<file path="config.mk">
export PLATFORM = sky130hd
export DESIGN_NAME = uart_rx_frame
export DESIGN_NICKNAME = d
export VERILOG_FILES = /design/src/rtl/uart_pkg.sv /design/src/rtl/sync_2ff.sv /design/src/rtl/uart_rx_frame.sv
export SDC_FILE = /design/constraint.sdc
export NUM_CORES = 1
export LEC_CHECK = 0
export CAP_MARGIN = 20
export CORE_MARGIN = 3
export CORE_UTILIZATION = 60
export CTS_BUF_LIST = sky130_fd_sc_hd__clkbuf_4 sky130_fd_sc_hd__clkbuf_8
export CTS_CLUSTER_SIZE = 40
export DETAILED_ROUTE_END_ITERATION = 7
export PLACE_DENSITY = 0.87
export RECOVER_POWER = 25
export SETUP_SLACK_MARGIN = 0.3
export SKIP_CTS_REPAIR_TIMING = 1
export SYNTH_ARGS = -nofsm -noshare
export SYNTH_HDL_FRONTEND = slang
export SYNTH_HIERARCHICAL = 1
export SYNTH_SLANG_ARGS = --single-unit
export TNS_END_PERCENT = 30
</file>
<file path="constraint.sdc">
create_clock -name clk -period 6.95 [get_ports clk]
set_clock_uncertainty 0.2 [all_clocks]
set_input_delay 1.39 -clock clk [delete_from_list [all_inputs] [get_ports clk]]
set_output_delay 1.39 -clock clk [all_outputs]
set_load 0.005 [all_outputs]
</file>
<file path="src/rtl/uart_pkg.sv">
// Shared UART definitions: FSM state encoding, frame geometry and parity helper.
package uart_pkg;

  typedef enum logic [2:0] {
    UART_IDLE,
    UART_START,
    UART_DATA,
    UART_PARITY,
    UART_STOP,
    UART_WAIT_IDLE
  } uart_state_e;

  localparam int   UART_FRAME_W              = 9;
  localparam int   UART_CLKS_PER_BIT_DEFAULT = 32;
  localparam logic UART_PARITY_EVEN          = 1'b0;

  // Even parity: the parity bit must equal the XOR of the data bits.
  function automatic logic uart_parity_err(input logic [7:0] data, input logic par);
    return ((^data) ^ par) != UART_PARITY_EVEN;
  endfunction

endpackage

</file>
<file path="src/rtl/sync_2ff.sv">
// Two-flop synchronizer for an asynchronous level input; 2-cycle latency, no backpressure.
module sync_2ff #(
  parameter logic RST_VAL = 1'b1
) (
  input  logic clk,
  input  logic rst,
  input  logic d,
  output logic q
);

  logic s1_d, s1_q;
  logic s2_d, s2_q;

  always_comb begin
    s1_d = d;
    s2_d = s1_q;
  end

  always_ff @(posedge clk) begin
    if (rst) begin
      s1_q <= RST_VAL;
      s2_q <= RST_VAL;
    end else begin
      s1_q <= s1_d;
      s2_q <= s2_d;
    end
  end

  assign q = s2_q;

endmodule

</file>
<file path="src/rtl/uart_rx_frame.sv">
// 8E1 UART receiver: one frame out 2+CLKS_PER_BIT/2+10*CLKS_PER_BIT edges after start capture,
// plus one register stage. No backpressure: frame_valid is a single-cycle strobe, frame is held.
module uart_rx_frame
  import uart_pkg::*;
#(
  parameter int CLKS_PER_BIT = UART_CLKS_PER_BIT_DEFAULT
) (
  input  logic                    clk,
  input  logic                    rst,
  input  logic                    rx,
  output logic [UART_FRAME_W-1:0] frame,
  output logic                    frame_valid,
  output logic                    parity_err,
  output logic                    framing_err
);

  localparam int                CNT_W   = $clog2(CLKS_PER_BIT);
  localparam logic [CNT_W-1:0] HALF_M1 = CNT_W'(CLKS_PER_BIT / 2 - 1);
  localparam logic [CNT_W-1:0] LAST    = CNT_W'(CLKS_PER_BIT - 1);

  logic rx_s;

  sync_2ff #(.RST_VAL(1'b1)) u_sync (
    .clk (clk),
    .rst (rst),
    .d   (rx),
    .q   (rx_s)
  );

  uart_state_e             state_d, state_q;
  logic [CNT_W-1:0]        cnt_d, cnt_q;
  logic [2:0]              bit_idx_d, bit_idx_q;
  logic [7:0]              data_d, data_q;
  logic                    parity_d, parity_q;
  logic [UART_FRAME_W-1:0] frame_d, frame_q;
  logic                    perr_d, perr_q;
  logic                    fv_d, fv_q;
  logic                    fe_d, fe_q;

  always_comb begin
    state_d   = state_q;
    cnt_d     = cnt_q;
    bit_idx_d = bit_idx_q;
    data_d    = data_q;
    parity_d  = parity_q;
    frame_d   = frame_q;
    perr_d    = perr_q;
    fv_d      = 1'b0;
    fe_d      = 1'b0;

    unique case (state_q)
      UART_IDLE: begin
        cnt_d = '0;
        if (!rx_s) state_d = UART_START;
      end
      UART_START: begin
        if (cnt_q == HALF_M1) begin
          cnt_d     = '0;
          bit_idx_d = '0;
          // A start bit that is already gone at mid-bit was a glitch.
          state_d   = rx_s ? UART_IDLE : UART_DATA;
        end else begin
          cnt_d = cnt_q + CNT_W'(1);
        end
      end
      UART_DATA: begin
        if (cnt_q == LAST) begin
          cnt_d             = '0;
          data_d[bit_idx_q] = rx_s;
          bit_idx_d         = bit_idx_q + 3'd1;
          if (bit_idx_q == 3'd7) state_d = UART_PARITY;
        end else begin
          cnt_d = cnt_q + CNT_W'(1);
        end
      end
      UART_PARITY: begin
        if (cnt_q == LAST) begin
          cnt_d    = '0;
          parity_d = rx_s;
          state_d  = UART_STOP;
        end else begin
          cnt_d = cnt_q + CNT_W'(1);
        end
      end
      UART_STOP: begin
        if (cnt_q == LAST) begin
          cnt_d = '0;
          // Leaving at mid stop bit leaves half a bit to catch a back-to-back start.
          if (rx_s) begin
            frame_d = {parity_q, data_q};
            perr_d  = uart_parity_err(data_q, parity_q);
            fv_d    = 1'b1;
            state_d = UART_IDLE;
          end else begin
            fe_d    = 1'b1;
            state_d = UART_WAIT_IDLE;
          end
        end else begin
          cnt_d = cnt_q + CNT_W'(1);
        end
      end
      UART_WAIT_IDLE: begin
        cnt_d = '0;
        if (rx_s) state_d = UART_IDLE;
      end
      default: begin
        cnt_d   = '0;
        state_d = UART_IDLE;
      end
    endcase
  end

  always_ff @(posedge clk) begin
    if (rst) begin
      state_q   <= UART_IDLE;
      cnt_q     <= '0;
      bit_idx_q <= '0;
      data_q    <= '0;
      parity_q  <= 1'b0;
      frame_q   <= '0;
      perr_q    <= 1'b0;
      fv_q      <= 1'b0;
      fe_q      <= 1'b0;
    end else begin
      state_q   <= state_d;
      cnt_q     <= cnt_d;
      bit_idx_q <= bit_idx_d;
      data_q    <= data_d;
      parity_q  <= parity_d;
      frame_q   <= frame_d;
      perr_q    <= perr_d;
      fv_q      <= fv_d;
      fe_q      <= fe_d;
    end
  end

  assign frame       = frame_q;
  assign frame_valid = fv_q;
  assign parity_err  = perr_q;
  assign framing_err = fe_q;

endmodule

</file>
# After elaboration in Yosys (flattened, before gate mapping)
# Index checks and enable logic that the tools add are counted.
# op_classes
n_addsub,2
n_lt_le_gt_ge,2
n_eq_ne,15
n_mux,21
n_bitwise,3
reduce_logical,11
# op_table
cell,n
two-way mux 3 bit,10
one-hot mux 3 bit (6 select lines),1
"!= test 2 bit, second input constant",6
two-way mux 5 bit,2
one-hot mux 5 bit (2 select lines),1
"equality test 3 bit, second input constant",3
bitwise mux 8 bit,1
parity 8 bit,1
AND reduction 7 bit,1
"equality test 3 x 2 -> 1 bit, second input constant",2
one-hot mux 3 bit (2 select lines),1
AND reduction 3 bit,2
OR reduction 3 bit,2
"adder 5 x 1 -> 5 bit, second input constant",1
"equality test 5 x 4 -> 1 bit, second input constant",1
"equality test 5 bit, second input constant",1
"less-than comparator 3 x 4 -> 1 bit, second input constant",1
AND reduction 2 bit,2
"adder 3 x 1 -> 3 bit, second input constant",1
demux 1 bit (select 3 bit),1
"equality test 3 x 1 -> 1 bit, second input constant",1
">= comparator 3 x 1 -> 1 bit, second input constant",1
logical NOT 3 bit,1
two-way mux 1 bit,3
other kinds (6),7
# word_totals
ff_bits,34
output_inout_bits,12
wordCells,65

# Depth between registers and ports, before layout
# Gate-level depths: netlist of the first run.
# logic_depth
depth_word,5
ltp_mapped,9
depth_no_buf,9

# Modules after synthesis
# The synthesis of the first run kept the hierarchy.
# modules_own_cells
mod,instances,cells_per_inst,area_per_inst_um2
uart_rx_frame,1,172,1571.5
sync_2ff,1,4,52.6

# Worst setup path before layout of the first run
# Ideal clock, no wire load.
# synth_path
kind,in2reg
from,in rst
to,reg bit_idx_q[0]
setup_ns,0.128
t_arrival_ns,2.000
setup_slack_ns,4.623
stages,3
path_cell_list,clkbuf_1 -> clkbuf_1 -> nor2_1
# synth_lines
item,line,source
start: declaration,uart_rx_frame.sv:9,"input logic rst,"
end signal: assignment,uart_rx_frame.sv:127,bit_idx_q <= bit_idx_d;
end: declaration,uart_rx_frame.sv:32,"logic [2:0] bit_idx_d, bit_idx_q;"
# No word-level cell between the ends.

==> impl_metrics.env, run 1 <==
export IMPL_status="finished, final reports clean"
export IMPL_htreeDepth=2
export IMPL_syn_area_um2=1620
export IMPL_synthCells=176
export IMPL_final_period_utilization_pct=42.1
export IMPL_dp_cells=209
export IMPL_overflow=0
export IMPL_ir_drop_mv=0.203
export IMPL_intPower_mw=0.283
export IMPL_grt_pass1_wl_mm=5.14
export IMPL_crit_chain="dlygate4sd3_1, nand2b_1, nor2_1"
export IMPL_fill_cells=197
export IMPL_use_met2_pct=32.7
export IMPL_p_sw_mw=0.0723
export IMPL_use_met1_pct=23.6
export IMPL_via_count=1219
export IMPL_ys_warn_count=6
export IMPL_coreArea_um2=2520
export IMPL_fp_dieW_um=58.0
export IMPL_synthTopCellsByArea="dfxtp_1, mux2i_1, nor2_1, ha_1, xnor2_1"
export IMPL_placed_area_um2=1750
export IMPL_synth_top_area_share_pct=41.9
export IMPL_clock_root_buffer="clkbuf_4"
export IMPL_hold_path_class="reg2reg"
export IMPL_clkPwrFrac_pct=42.0
export IMPL_grt_max_degree=33
export IMPL_std_cell_rows=18
export IMPL_power_density_nw_per_um2=194
export IMPL_crit_required_ps=6990
export IMPL_use_met3_pct=6.01
export IMPL_io_pins=15
export IMPL_min_period_ps=2920
export IMPL_drive_above_1_share_pct=7.49
export IMPL_gp_congestion=0.719
export IMPL_dp_hpwl_mm=2.00
export IMPL_drt_vias_per_instance=5.62
export IMPL_seq_power_share_pct=55.9
export IMPL_multi_input_area_um2=887
export IMPL_synth_cell_type_count=34
export IMPL_syn_nets=186
export IMPL_power_mw=0.355
export IMPL_portBuffers=14
export IMPL_dieHeight_um=58.0
export IMPL_syn2layout_area_growth_pct=13.0
export IMPL_seq_area_um2=681
export IMPL_grt_pass1_vias=1182
export IMPL_yosysTopAreaCell="dfxtp_1"
export IMPL_grt_usage_pct=20.4
export IMPL_drv_slew=0
export IMPL_post_route_cell_area_um2=1840
export IMPL_fin_cells=217
export IMPL_rsz0062_at_grt="false"
export IMPL_grt_busiest_layer="met2"
export IMPL_clock_sinks=34
export IMPL_p_sw_share_pct=20.3
export IMPL_ant_nets=0
export IMPL_start_util_pct=64.4
export IMPL_cts_tree="built"
export IMPL_seq_area_frac_synth_pct=41.9
export IMPL_clock_path_buffers=2
export IMPL_cpMaxStageDelayCell="dlygate4sd3_1"
export IMPL_dieArea_um2=3370
export IMPL_pre_cts_ws_ps=3740
export IMPL_routed_wl_mm=2.93
export IMPL_slew_limit_headroom_pct=28.2
export IMPL_worst_setup_path_start_kind="input port"
export IMPL_antenna_found_initial=0
export IMPL_hold_viol=0
export IMPL_critPathArrivalTime_ps=2960
export IMPL_worst_pin_slew_ps=1070
export IMPL_syn_area_per_cell_um2=9.23
export IMPL_wl_per_cell_um=13.5
export IMPL_fin_ws_ps=4030
export IMPL_end_kind="flop"
export IMPL_tritoncts_num_buffers=5
export IMPL_finalSetupViolCount=0
export IMPL_criticalPathCategory="in2reg"
export IMPL_insertion_delay_ps=340
export IMPL_leakagePower_nw=0.790
export IMPL_power_share_combinational_pct=2.2
export IMPL_clk_transition_reported_paths_ps=100
export IMPL_drt_drc_violations_left=0
export IMPL_timing_fmax_mhz=342
export IMPL_first_iter_violations=65
export IMPL_firstDrtPassIters=4
export IMPL_antennaDiodeCount=0
export IMPL_cp_slowest_stage_delay_ps=1250
export IMPL_cap_violations=0
export IMPL_fin_nets=196
export IMPL_ys_ff_latch=34
export IMPL_crit_fanout=32
export IMPL_tns_ps=0
## power groups by stage
| stage | clock network [mW] | registers, mW | logic, mW |
|---|---|---|---|
| after global placement | 0 | 0.203 | 0.00760 |
| after global routing | 0.162 | 0.199 | 0.00863 |
| final | 0.149 | 0.199 | 0.00768 |
| after CTS | 0.154 | 0.199 | 0.00787 |
| after floorplan | 0 | 0.201 | 0.00796 |
| after detailed placement | 0 | 0.203 | 0.00783 |
## cell type report
class / count / area share [%]
well taps: 30 / 2.04
clock inverters: 1 / 1.64
clock buffers: 7 / 2.86
multi-input cells: 129 / 48.3
repair buffers: 14 / 7.63
flip-flops and latches: 34 / 37.1
inverters: 2 / 0.409
## critical path: cells and delay by family
kind                   cells  cell delay (ps)
and+or+nand+nor            2              320
buffers and inverters      1             1250
## per-stage QoR
stage	hold WS (ps)	utilization, %
finish	220	72.8
global placement	195	69.5
detailed placement	196	69.5
floorplan	183	-
global route	261	72.8
CTS	224	72.8
## worst paths after layout
path	slack, ps	to	cells past startpoint	start
min	220	u_sync/q$_SDFF_PP1_	1	u_sync/s1_q$_SDFF_PP1_
max reg2reg	4400	frame[0]$_SDFFE_PP0P_	7	cnt_q[0]$_SDFF_PP0_
min reg2reg	220	u_sync/q$_SDFF_PP1_	1	u_sync/s1_q$_SDFF_PP1_
max	4030	cnt_q[2]$_SDFF_PP0_	3	rst
## synthesized netlist by cell type
cell type	count
a21oi_1	6
a222oi_1	1
a2bb2oi_1	1
and2_0	1
and2_1	2
and3_1	1
and4b_1	1
buf_2	3
buf_4	1
clkbuf_1	7
dfxtp_1	34
ha_1	7
inv_1	2
mux2i_1	23
nand2_1	8
nand2b_1	3
nand2b_4	1
nand3_1	4
nand3b_1	2
nor2_1	36
nor2b_1	3
nor3_1	5
nor3b_1	1
nor3b_2	2
nor4bb_1	1
o21ai_0	4
o22a_1	1
o22ai_1	1
or2_1	2
or2_2	2
or4b_4	1
xnor2_1	6
xnor3_1	1
xor2_1	2
## metal layers
layer | vias to the layer above | part of all wire (%)
met2 | 21 | 48
met5 | - | 0
met1 | 576 | 46
li1 | 613 | -
met3 | 9 | 2.7
met4 | 0 | 3.1
## logic make-up (layout without fill, tap and decap cells)
family / after synthesis / count (layout) / share of synthesized area, %
AO/OA/AOI/OAI: 14 / 14 / 5.16
XOR/XNOR: 9 / 9 / 5.70
adder cells (fa/ha/maj): 7 / 7 / 5.39
buffers and inverters: 13 / 24 / 3.47
flip-flops: 34 / 34 / 41.9
multiplexers: 23 / 23 / 14.2
AND/OR/NAND/NOR: 76 / 76 / 24.2
## registers in the layout (all words and copies together), names as in the netlist
name         flops
framing_err      1
bit_idx_q        3
state_q          3
parity_q         1
u_sync/q         1
cnt_q            5
parity_err       1
frame            9
data_q           8
frame_valid      1
u_sync/s1_q      1
## placed cells by master, fill, tap and decap left out, drive strengths merged, types with 2 or more instances in the layout
cell type	count
nor2	36
dfxtp	34
mux2i	23
clkdlybuf4s50	13
nand2	8
ha	7
clkbuf	7
a21oi	6
xnor2	6
nor3	5
o21ai	4
nand3	4
nand2b	4
or2	4
nor2b	3
and2	3
nor3b	3
inv	2
nand3b	2
xor2	2
Power figures use the tool's default switching activity.
==> inputs of run 2 (changes only) <==
- CORE_UTILIZATION: 60 -> 59
- PLACE_DENSITY: 0.87 -> 0.86
- clock period: 6.95 -> 2.9 ns (I/O delays scaled with it)
==> impl_metrics.env, run 2 (synthesis results as in run 1) <==
export IMPL_wl_per_cell_um=12.9
export IMPL_clock_path_buffers=2
export IMPL_fill_cells=195
export IMPL_io_pins=15
export IMPL_fin_ws_ps=518
export IMPL_cpMaxStageDelayCell="or4b_4"
export IMPL_intPower_mw=0.565
export IMPL_antennaDiodeCount=0
export IMPL_startpoint="cnt_q[0]$_SDFF_PP0_"
export IMPL_crit_chain="ha_1, and3_1, ha_1, or4b_4, nor3_1, mux2i_1, nor2_1"
export IMPL_p_sw_mw=0.164
export IMPL_overflow=0
export IMPL_std_cell_rows=18
export IMPL_drive_above_1_share_pct=7.98
export IMPL_pre_cts_ws_ps=506
export IMPL_grt_usage_pct=19.0
export IMPL_largest_register_ffs=9
export IMPL_power_density_nw_per_um2=402
export IMPL_syn2layout_area_growth_pct=11.8
export IMPL_seq_area_um2=681
export IMPL_dieArea_um2=3420
export IMPL_tritoncts_num_buffers=5
export IMPL_first_iter_violations=30
export IMPL_layout_common_cells="nor2_1, dfxtp_1, mux2i_1, clkdlybuf4s50_1, nand2_1"
export IMPL_r2r_start="cnt_q[0]$_SDFF_PP0_"
export IMPL_crit_required_ps=2930
export IMPL_antenna_found_initial=0
export IMPL_power_share_combinational_pct=2.7
export IMPL_ff2ff_path_depth=7
export IMPL_criticalPathCategory="reg2reg"
export IMPL_cp_num_cells=7
export IMPL_worst_setup_path_start_kind="flop"
export IMPL_final_period_utilization_pct=82.1
export IMPL_fin_nets=198
export IMPL_layout_commonest_cell="nor2_1"
export IMPL_rsz0062_at_grt="false"
export IMPL_hold_viol=0
export IMPL_dp_hpwl_mm=1.99
export IMPL_via_count=1223
export IMPL_timing_fmax_mhz=420
export IMPL_r2r_end="data_q[0]$_SDFFE_PP0P_"
export IMPL_seq_power_share_pct=65.3
export IMPL_grt_max_degree=24
export IMPL_p_sw_share_pct=22.5
export IMPL_firstDrtPassIters=4
export IMPL_dieHeight_um=58.5
export IMPL_slew_limit_headroom_pct=58.9
export IMPL_finalSetupViolCount=0
export IMPL_cts_tree="built"
export IMPL_gp_congestion=0.801
export IMPL_clock_root_buffer="clkbuf_4"
export IMPL_worst_pin_slew_ps=615
export IMPL_drt_vias_per_instance=5.61
export IMPL_cp_top_family="simple AND/OR/NAND/NOR gates"
export IMPL_ant_nets=0
export IMPL_portBuffers=14
export IMPL_leakagePower_nw=0.795
export IMPL_grt_pass1_vias=1150
export IMPL_routed_wl_mm=2.81
export IMPL_multi_input_area_um2=887
export IMPL_r2r_setup_slack_ps=520
export IMPL_ir_drop_mv=0.360
export IMPL_cp_slowest_stage_delay_ps=530
export IMPL_end_kind="flop"
export IMPL_grt_pass1_wl_mm=4.90
export IMPL_critPathBufInv=0
export IMPL_htreeDepth=2
export IMPL_crit_fanout=7
export IMPL_start_util_pct=63.8
export IMPL_clkPwrFrac_pct=32.0
export IMPL_insertion_delay_ps=330
export IMPL_drt_drc_violations_left=0
export IMPL_min_period_ps=2380
export IMPL_cap_violations=0
export IMPL_status="finished, final reports clean"
export IMPL_drv_slew=0
export IMPL_fp_dieW_um=58.5
export IMPL_crit_top_cell="ha_1"
export IMPL_critPathArrivalTime_ps=2410
export IMPL_clk_transition_reported_paths_ps=100
export IMPL_crit_end="data_q[0]$_SDFFE_PP0P_"
export IMPL_hold_path_class="reg2reg"
export IMPL_coreArea_um2=2540
export IMPL_clock_sinks=34
export IMPL_tns_ps=0
export IMPL_hold_start="u_sync/s1_q$_SDFF_PP1_"
[run 2: cell types whose count changed in the layout (fill, tap and decap cells not counted), sizes merged]
cell	previous run	this run
dlygate4sd3	1	4
clkinv	0	2
bufinv	1	0
buf	0	2
clkdlybuf4s50	13	10
clkbuf	7	5
[run 2: how the worst min path moves through the flow]
stage	to	cells past startpoint
6_report	u_sync/q$_SDFF_PP1_	1
5_1_grt	u_sync/q$_SDFF_PP1_	1
4_1_cts	u_sync/q$_SDFF_PP1_	1
3_5_place_dp	u_sync/q$_SDFF_PP1_	1
3_3_place_gp	u_sync/q$_SDFF_PP1_	1
2_1_floorplan	u_sync/q$_SDFF_PP1_	1
[run 2: worst reg2reg max path: cells and delay by family (launching register included)]
| family | cells | cell delay [ps] |
|---|---|---|
| flip-flops | 1 | 360 |
| multiplexers | 1 | 220 |
| AND/OR/NAND/NOR | 4 | 1040 |
| adder cells (fa/ha/maj) | 2 | 470 |
[run 2: power groups by stage]
stage / logic [mW] / registers [mW] / clock network, mW
after floorplan: 0.0191 / 0.482 / 0
after global placement: 0.0194 / 0.486 / 0
after detailed placement: 0.0202 / 0.487 / 0
after CTS: 0.0202 / 0.476 / 0.244
after global routing: 0.0222 / 0.477 / 0.269
final: 0.0198 / 0.476 / 0.233
[run 2: cell type report]
| type | instances | share of cell area [%] |
|---|---|---|
| clock inverter | 2 | 0.551 |
| sequential | 34 | 37.5 |
| tap | 30 | 2.07 |
| timing repair buffer | 16 | 8.55 |
| clock buffer | 5 | 2.07 |
| multi-input combinational | 129 | 48.9 |
| inverter | 2 | 0.414 |
[run 2: routing by layer]
layer	share of wire, %	track usage, %
met1	47	22.6
met2	46	29.8
met3	4.6	7.46
met4	2.1	9.60
met5	0	0
[run 2: through the flow]
step           hold WS, ps  util [%]  instances  power, mW  area (µm²)
5_1_grt                245      71.3        218      0.769        1820
6_report               211      71.3        218      0.729        1820
4_1_cts                216      71.3        218      0.741        1820
3_3_place_gp           187      69.5        211      0.506        1770
3_5_place_dp           195      69.5        211      0.507        1770
2_1_floorplan          183         -        176      0.501        1620
==> inputs of run 3 (changes only) <==
- clock period: 2.9 -> 2.45 ns (I/O delays scaled with it)
==> impl_metrics.env, run 3 (synthesis results as in run 1) <==
export IMPL_std_cell_rows=18
export IMPL_coreArea_um2=2540
export IMPL_grt_max_degree=18
export IMPL_critPathArrivalTime_ps=2260
export IMPL_post_route_cell_area_um2=1920
export IMPL_tns_ps=0
export IMPL_io_pins=15
export IMPL_worst_setup_path_start_kind="flop"
export IMPL_via_count=1263
export IMPL_portBuffers=14
export IMPL_cap_violations=0
export IMPL_hold_path_class="reg2reg"
export IMPL_finalSetupViolCount=0
export IMPL_clock_sinks=34
export IMPL_start_util_pct=63.8
export IMPL_ff2ff_path_depth=8
export IMPL_cts_tree="built"
export IMPL_dieArea_um2=3420
export IMPL_clk_transition_reported_paths_ps=100
export IMPL_grt_usage_pct=21.1
export IMPL_fill_cells=179
export IMPL_drt_vias_per_instance=5.69
export IMPL_drt_drc_violations_left=0
export IMPL_crit_fanout=4
export IMPL_hold_viol=0
export IMPL_ir_drop_mv=0.594
export IMPL_ant_nets=0
export IMPL_status="finished, final reports clean"
export IMPL_drv_slew=0
export IMPL_htreeDepth=2
export IMPL_grt_pass1_wl_mm=5.33
export IMPL_end_kind="flop"
export IMPL_layout_common_cells="nor2_1, dfxtp_1, mux2i_1, clkdlybuf4s50_1, nand2_1"
export IMPL_criticalPathCategory="reg2reg"
export IMPL_power_density_nw_per_um2=529
export IMPL_rsz0062_at_grt="true"
export IMPL_grt_pass1_vias=1189
export IMPL_tritoncts_num_buffers=5
export IMPL_fin_nets=202
export IMPL_routed_wl_mm=3.41
export IMPL_gp_congestion=0.802
export IMPL_antenna_found_initial=0
export IMPL_clock_path_buffers=2
export IMPL_syn2layout_area_growth_pct=18.4
export IMPL_fp_dieW_um=58.5
export IMPL_leakagePower_nw=0.823
export IMPL_timing_fmax_mhz=452
export IMPL_insertion_delay_ps=350
export IMPL_min_period_ps=2210
export IMPL_layout_commonest_cell="nor2_1"
export IMPL_firstDrtPassIters=4
export IMPL_clock_root_buffer="clkbuf_4"
export IMPL_final_period_utilization_pct=90.4
export IMPL_largest_register_ffs=9
export IMPL_drive_above_1_share_pct=12.5
export IMPL_crit_required_ps=2500
export IMPL_hold_path_cell_count=1
export IMPL_overflow=0
export IMPL_dieHeight_um=58.5
export IMPL_worst_pin_slew_ps=576
export IMPL_wl_per_cell_um=15.4
export IMPL_antennaDiodeCount=0
export IMPL_first_iter_violations=35
export IMPL_placed_area_um2=1800
export IMPL_dp_hpwl_mm=2.19
export IMPL_slew_limit_headroom_pct=61.6
## run 3: final cells by class
type	instances	area, µm²	area share (%)
multi-input cells	129	933	48.5
flip-flops and latches	34	682	35.5
repair buffers	20	181	9.43
clock buffers	6	51.3	2.67
well taps	30	37.5	1.95
clock inverters	1	30.0	1.56
inverters	2	7.51	0.390
## run 3: metrics by stage
step           setup slack, ps  std cells  utilization, %  total power [mW]  hold WS (ps)
2_1_floorplan              289        176               -             0.593           183
3_3_place_gp               245        213            70.6             0.601           189
3_5_place_dp               164        213            70.6             0.603           190
4_1_cts                    162        220            73.7              1.02           212
5_1_grt                    158        222            75.6              1.04           227
6_report                   236        222            75.6              1.02           211
## run 3: final timing paths
kind	from	slack, ps	endpoint
setup / recovery	cnt_q[0]$_SDFF_PP0_	240	bit_idx_q[0]$_SDFFE_PP0P_
hold / removal	u_sync/s1_q$_SDFF_PP1_	210	u_sync/q$_SDFF_PP1_
setup reg to reg	cnt_q[0]$_SDFF_PP0_	240	bit_idx_q[0]$_SDFFE_PP0P_
hold reg to reg	u_sync/s1_q$_SDFF_PP1_	210	u_sync/q$_SDFF_PP1_
## run 3: layer usage
metal  part of all wire (%)  vias to the layer above  track usage, %
li1                       -                      626               -
met1                     40                      585            23.9
met2                     52                       39            35.1
met3                    5.5                       13            7.24
met4                    3.1                        0            10.9
met5                      0                        -               0
## run 3: critical path, stage by stage, from the launching register on
cell and delay, ps:
dfxtp_1 420, ha_4 160, and3_4 210, ha_1 200, nand2_1 100, or2_2 330, a21oi_4 210, mux2i_1 230
nor2_1 60
## run 3: power breakdown
group | switching [mW] | internal (mW)
sequential | 0.00625 | 0.555
clock | 0.190 | 0.237
combinational | 0.0174 | 0.0121
total | 0.213 | 0.805
